==> config.mk <==
export PLATFORM = sky130hd
export DESIGN_NAME = array_insert_engine_flat
export DESIGN_NICKNAME = d
export VERILOG_FILES = /design/src/rtl/array_insert_engine_if.sv /design/src/rtl/array_insert_engine.sv /design/src/flat_wrapper.sv
export SDC_FILE = /design/constraint.sdc
export NUM_CORES = 1
export LEC_CHECK = 0
export ABC_AREA = 1
export ABC_CLOCK_PERIOD_IN_PS = 5400
export BUFFER_PORTS_ARGS = -buffer_cell sky130_fd_sc_hd__buf_2
export CAP_MARGIN = 15
export CORE_MARGIN = 2
export CORE_UTILIZATION = 60
export CTS_BUF_LIST = sky130_fd_sc_hd__clkbuf_8
export DETAILED_ROUTE_END_ITERATION = 6
export PLACE_DENSITY = 0.83
export SKIP_CTS_REPAIR_TIMING = 1
export SYNTH_ARGS = -nofsm -noshare
export SYNTH_HDL_FRONTEND = slang
export SYNTH_SLANG_ARGS = --single-unit
==> constraint.sdc <==
create_clock -name clock -period 5.4 [get_ports clock]
set_clock_uncertainty 0.2 [all_clocks]
set_input_delay 0.54 -clock clock [delete_from_list [all_inputs] [get_ports clock]]
set_output_delay 0.54 -clock clock [all_outputs]
set_load 0.02 [all_outputs]
==> src/rtl/array_insert_engine_if.sv <==
// Bundle of request, status, heap-memory and size-table signals for
// array_insert_engine.
//   master : the caller/environment (drives the request, supplies mem_rdata)
//   slave  : the engine (drives status, heap writes and the size table)
interface array_insert_engine_if #(
  parameter int unsigned W = 12
) ();
  logic         start;
  logic [W-1:0] array;
  logic [W-1:0] index;
  logic [W-1:0] value;
  logic [W-1:0] size;
  logic         busy;
  logic         done;
  logic         error;
  logic [W-1:0] mem_addr;
  logic         mem_we;
  logic [W-1:0] mem_wdata;
  logic [W-1:0] mem_rdata;
  logic [W-1:0] size_out;
  logic         size_we;

  modport master (
    output start, array, index, value, size, mem_rdata,
    input  busy, done, error, mem_addr, mem_we, mem_wdata, size_out, size_we
  );

  modport slave (
    input  start, array, index, value, size, mem_rdata,
    output busy, done, error, mem_addr, mem_we, mem_wdata, size_out, size_we
  );
endinterface

==> src/rtl/array_insert_engine.sv <==
// array_insert_engine
// Inserts one value into a heap-resident array at a given index. Elements
// [index..size-1] are moved up one slot top-down (read, then write one slot
// higher), the value is written at index, and size+1 is published to the
// array size table.
// Ports:
//   clock   : single clock, all state changes on posedge
//   reset   : asynchronous, active-low; forces IDLE and all outputs to 0
//   bus     : slave side of array_insert_engine_if
//             start/array/index/value/size : request, latched on accept in IDLE
//             busy/done/error              : status (error valid only with done)
//             mem_addr/mem_we/mem_wdata    : heap access, mem_rdata arrives
//                                            the cycle after a read address
//             size_out/size_we             : size table update for the array
module array_insert_engine #(
  parameter int unsigned MemoryElementWidth = 12,
  parameter int unsigned NArea              = 3,
  parameter int unsigned NArrays            = 1
) (
  input logic                 clock,
  input logic                 reset,
  array_insert_engine_if.slave bus
);
  localparam int unsigned W     = MemoryElementWidth;
  localparam logic [W-1:0] AreaW = W'(NArea);
  localparam logic [W-1:0] One   = W'(1);

  if (NArea < 1 || NArrays < 1) begin : g_param_check
    $error("array_insert_engine: NArea and NArrays must be at least 1");
  end

  typedef enum logic [2:0] {
    S_IDLE,
    S_CHECK,
    S_READ,
    S_WRITE,
    S_PUT,
    S_SIZE,
    S_DONE
  } state_t;

  state_t       state_q;
  logic [W-1:0] base_q;
  logic [W-1:0] index_q;
  logic [W-1:0] value_q;
  logic [W-1:0] size_q;
  logic [W-1:0] i_q;
  logic         busy_q;
  logic         done_q;
  logic         error_q;
  logic         mem_we_q;
  logic         size_we_q;
  logic [W-1:0] mem_addr_q;
  logic [W-1:0] wdata_q;
  logic [W-1:0] size_out_q;
  logic [W-1:0] i_dec;

  always_comb begin
    i_dec = i_q - One;
  end

  always_ff @(posedge clock or negedge reset) begin
    if (!reset) begin
      state_q    <= S_IDLE;
      base_q     <= '0;
      index_q    <= '0;
      value_q    <= '0;
      size_q     <= '0;
      i_q        <= '0;
      busy_q     <= 1'b0;
      done_q     <= 1'b0;
      error_q    <= 1'b0;
      mem_we_q   <= 1'b0;
      size_we_q  <= 1'b0;
      mem_addr_q <= '0;
      wdata_q    <= '0;
      size_out_q <= '0;
    end else begin
      // Strobes are single-cycle unless a state re-asserts them.
      done_q    <= 1'b0;
      error_q   <= 1'b0;
      mem_we_q  <= 1'b0;
      size_we_q <= 1'b0;

      case (state_q)
        S_IDLE: begin
          if (bus.start) begin
            base_q  <= bus.array * AreaW;
            index_q <= bus.index;
            value_q <= bus.value;
            size_q  <= bus.size;
            i_q     <= bus.size;
            busy_q  <= 1'b1;
            state_q <= S_CHECK;
          end
        end

        S_CHECK: begin
          if (size_q >= AreaW || index_q > size_q) begin
            done_q  <= 1'b1;
            error_q <= 1'b1;
            busy_q  <= 1'b0;
            state_q <= S_DONE;
          end else if (i_q > index_q) begin
            mem_addr_q <= base_q + i_dec;
            state_q    <= S_READ;
          end else begin
            mem_addr_q <= base_q + index_q;
            wdata_q    <= value_q;
            mem_we_q   <= 1'b1;
            state_q    <= S_PUT;
          end
        end

        S_READ: begin
          mem_addr_q <= base_q + i_q;
          mem_we_q   <= 1'b1;
          state_q    <= S_WRITE;
        end

        S_WRITE: begin
          i_q <= i_dec;
          if (i_dec > index_q) begin
            mem_addr_q <= base_q + i_dec - One;
            state_q    <= S_READ;
          end else begin
            mem_addr_q <= base_q + index_q;
            wdata_q    <= value_q;
            mem_we_q   <= 1'b1;
            state_q    <= S_PUT;
          end
        end

        S_PUT: begin
          size_out_q <= size_q + One;
          size_we_q  <= 1'b1;
          state_q    <= S_SIZE;
        end

        S_SIZE: begin
          done_q  <= 1'b1;
          busy_q  <= 1'b0;
          state_q <= S_DONE;
        end

        S_DONE: begin
          state_q <= S_IDLE;
        end

        default: begin
          busy_q  <= 1'b0;
          state_q <= S_IDLE;
        end
      endcase
    end
  end

  assign bus.busy     = busy_q;
  assign bus.done     = done_q;
  assign bus.error    = error_q;
  assign bus.mem_addr = mem_addr_q;
  assign bus.mem_we   = mem_we_q;
  assign bus.size_we  = size_we_q;
  assign bus.size_out = size_out_q;
  // The element being moved only arrives from the heap during WRITE itself,
  // so write data bypasses the register in that state.
  assign bus.mem_wdata = (state_q == S_WRITE) ? bus.mem_rdata : wdata_q;
endmodule

==> src/flat_wrapper.sv <==
// flat-port wrapper written by rule: the top's interface ports become plain ports
module array_insert_engine_flat 
#(
  parameter int unsigned MemoryElementWidth = 12,
  parameter int unsigned NArea              = 3,
  parameter int unsigned NArrays            = 1
)
  (clock, reset, bus_start, bus_array, bus_index, bus_value, bus_size, bus_mem_rdata, bus_busy, bus_done, bus_error, bus_mem_addr, bus_mem_we, bus_mem_wdata, bus_size_out, bus_size_we);
  array_insert_engine_if #(.W((12))) bus_i ();
  input logic clock;
  input logic reset;
  input wire logic [$bits(bus_i.start)-1:0] bus_start;
  input wire logic [$bits(bus_i.array)-1:0] bus_array;
  input wire logic [$bits(bus_i.index)-1:0] bus_index;
  input wire logic [$bits(bus_i.value)-1:0] bus_value;
  input wire logic [$bits(bus_i.size)-1:0] bus_size;
  input wire logic [$bits(bus_i.mem_rdata)-1:0] bus_mem_rdata;
  output wire logic [$bits(bus_i.busy)-1:0] bus_busy;
  output wire logic [$bits(bus_i.done)-1:0] bus_done;
  output wire logic [$bits(bus_i.error)-1:0] bus_error;
  output wire logic [$bits(bus_i.mem_addr)-1:0] bus_mem_addr;
  output wire logic [$bits(bus_i.mem_we)-1:0] bus_mem_we;
  output wire logic [$bits(bus_i.mem_wdata)-1:0] bus_mem_wdata;
  output wire logic [$bits(bus_i.size_out)-1:0] bus_size_out;
  output wire logic [$bits(bus_i.size_we)-1:0] bus_size_we;
  assign bus_i.start = bus_start;
  assign bus_i.array = bus_array;
  assign bus_i.index = bus_index;
  assign bus_i.value = bus_value;
  assign bus_i.size = bus_size;
  assign bus_i.mem_rdata = bus_mem_rdata;
  assign bus_busy = bus_i.busy;
  assign bus_done = bus_i.done;
  assign bus_error = bus_i.error;
  assign bus_mem_addr = bus_i.mem_addr;
  assign bus_mem_we = bus_i.mem_we;
  assign bus_mem_wdata = bus_i.mem_wdata;
  assign bus_size_out = bus_i.size_out;
  assign bus_size_we = bus_i.size_we;
  array_insert_engine #(.MemoryElementWidth(MemoryElementWidth), .NArea(NArea), .NArrays(NArrays)) u_core (.clock(clock), .reset(reset), .bus(bus_i));
endmodule
==> metrics <==
CTS Buffer Depth 2; Reg clk slew, reported paths 0.11 ns; Die ar. 14,340 um^2; Port Buffer Count 103; fmax 261.5 MHz; Avg Vias per Cell 5.542; maxcap violations 0; Worst Tran Pin Value 0.8900 ns; Slew Viols, Final 0; CP required 5.48 ns; initial antenna violation count 0; Routed Antenna Nets 0; CTS root buf clkbuf_8; Wirelength per Cell 15.79 um; GRT overflow 0; core area 13,140 um^2; crit path kind register to register; clk_lat worst skew 0.40 ns; Row Count 42; Initial Util 61.19%; Setup violations, final 0; clk sinks 104; most area-consuming cells after synthesis dfrtp_1 (32%), nand2_1 (15%), ha_1 (13%); Synth area leader dfrtp_1; area of the multi-input gates 4910 um^2; Synth top area share 32.37%; share of cells above drive strength 1 15.03%; Die Wd 119.8 um; Final Critical Period 3.824 ns; Vias 7,537; CP Capture Type register; vias in the first global route 7,165; Rel. slew slack 40.66%; Avg Inst Size Synth 7.464 um^2; Util after Layout 67.88%; Syn Inst Count 1,077; Initial DRC Count 626; Final Routed Wirelength 21.48 mm; fin crit share 70.82%; Yosys warning total 0; ys async rst share 100.0%; setup ws final 1.576 ns; Die Y-Extent 119.8 um; TritonCTS Buffers 9; gpl congestion 0.9691; number of synthesized flops with an enable pin 0; Storage cell area 2603 um^2; post-synthesis register bit count 104; I/O pin count 104; status finished, final reports clean; setup TNS 0 ns; Fin. Hold Viols 0; detailed placement HPWL 17.08 mm; RSZ-0062 raised after global routing false; CP arrival 3.91 ns; htree depth 3; crit-path max FO 12; Area growth, synth to finish 10.93%; HP Class input port to register; drc violations 0; DRT Pass-1 Iters 5; Netlist Area Pre-Place 8039 um^2; global-route wire length before repair 35.15 mm; Startpoint Class register; largest net degree at the start of global routing 66; ANT cells 0; pre-CTS WS 1.663 ns; gr usage total 31.16%; Top FF cell, synth dfrtp_1; syn_nets 1,228; register area share after synthesis 32.37%; synth unique cells 50; CTS tree yes; fin nets 1,331; fillers 1,154
[flip-flops by register name, indices dropped and copies added (netlist names)]
register and cells:
u_core.value_q 12, u_core.i_q 12, u_core.bus.busy 1, u_core.bus.mem_addr 12, u_core.size_q 12, u_core.bus.mem_we 1, u_core.wdata_q 12, u_core.bus.size_out 12
u_core.bus.size_we 1, u_core.state_q 3, u_core.base_q 12, u_core.index_q 12, u_core.bus.done 1, u_core.bus.error 1
[critical path, stage by stage, from the launching register on]
cell	delay (ns)
dfrtp_1	0.44
inv_1	0.16
ha_1	0.22
nand2_1	0.10
nor3_1	0.16
inv_1	0.08
nor2_1	0.15
inv_1	0.08
o21ai_0	0.13
o21ai_0	0.17
ha_1	0.32
nand4_1	0.10
inv_1	0.09
nand3_1	0.08
nand3_1	0.09
nand2_2	0.15
nand2_2	0.19
nand2_2	0.09
nand2_2	0.30
mux2_2	0.39
[Yosys cell counts, types with 4 or more instances]
cell and count:
o21ai_1 9, a21oi_1 68, xor2_1 28, nand3_1 57, fa_1 4, o21a_1 5, mux2_4 10, or2_2 4
xnor2_1 11, o21ai_0 73, nor2_4 5, o21bai_1 6, clkbuf_1 10, nor2_2 4, nor2_1 69, dfrtp_1 104
inv_2 11, nand2_1 315, nor3_1 16, nand4_1 12, inv_1 108, o211ai_1 11, nand2_2 10, ha_1 84
[per-layer routing]
metal  track usage, %  share of wire, %  routed length [um]
met2            50.64                45                9744
met1            41.92                45                9665
met3            5.513               6.2                1340
met4            11.40               3.4                 727
met5                0                 0                   0
[final cells by class]
class | count | share of cell area, %
clock buffers | 9 | 1.389
inverters | 122 | 5.135
flip-flops and latches | 104 | 29.18
repair buffers | 107 | 6.174
well taps | 176 | 2.469
multi-input cells | 836 | 55.06
clock inverters | 6 | 0.5893
[final timing paths]
path	start	depth (start not counted)	to	slack (ns)
setup / recovery	u_core.i_q[0]	19	u_core.wdata_q[9]	1.58
hold / removal	bus_value[1]	3	u_core.value_q[1]	0.13
setup reg to reg	u_core.i_q[0]	19	u_core.wdata_q[9]	1.58
hold reg to reg	u_core.bus.size_out[4]	2	u_core.bus.size_out[4]	0.28
max in group asynchronous	reset	3	u_core.wdata_q[8]	3.34
min in group asynchronous	reset	2	u_core.bus.size_out[10]	0.46
[stage by stage]
stage	std cells	hold slack (ns)	instance area, um^2
final	1360	0.1341	8917
after global routing	1360	0.1299	8917
after CTS	1359	-0.08468	8907
after detailed placement	1344	0.2596	8731
after global placement	1344	0.2590	8731
after floorplan	1077	0.04441	8039
[cells in the final DEF, fill, tap and decap left out, types with 12 or more instances in the layout]
cell and n:
nor3_1 16, ha_1 84, dfrtp_1 104, nand2_1 315, nand3_1 57, buf_2 102
xor2_1 28, a21oi_1 68, nand4_1 12, nor2_1 69, inv_1 108, o21ai_0 73
[cell families (layout without fill, tap and decap cells)]
kind of cell | count (synthesis) | count (layout) | synth area share (%)
buffers and inverters | 137 | 244 | 6.553
AOI/OAI and AO/OA | 192 | 192 | 13.46
adders and majority gates | 88 | 88 | 14.07
and+or+nand+nor | 504 | 504 | 26.94
muxes | 12 | 12 | 2.148
xor gates and xnor gates | 40 | 40 | 4.451
DFF | 104 | 104 | 32.37
Power is not shown: default switching activity piles up to over one toggle a cycle in this logic, so the estimate is an artifact.
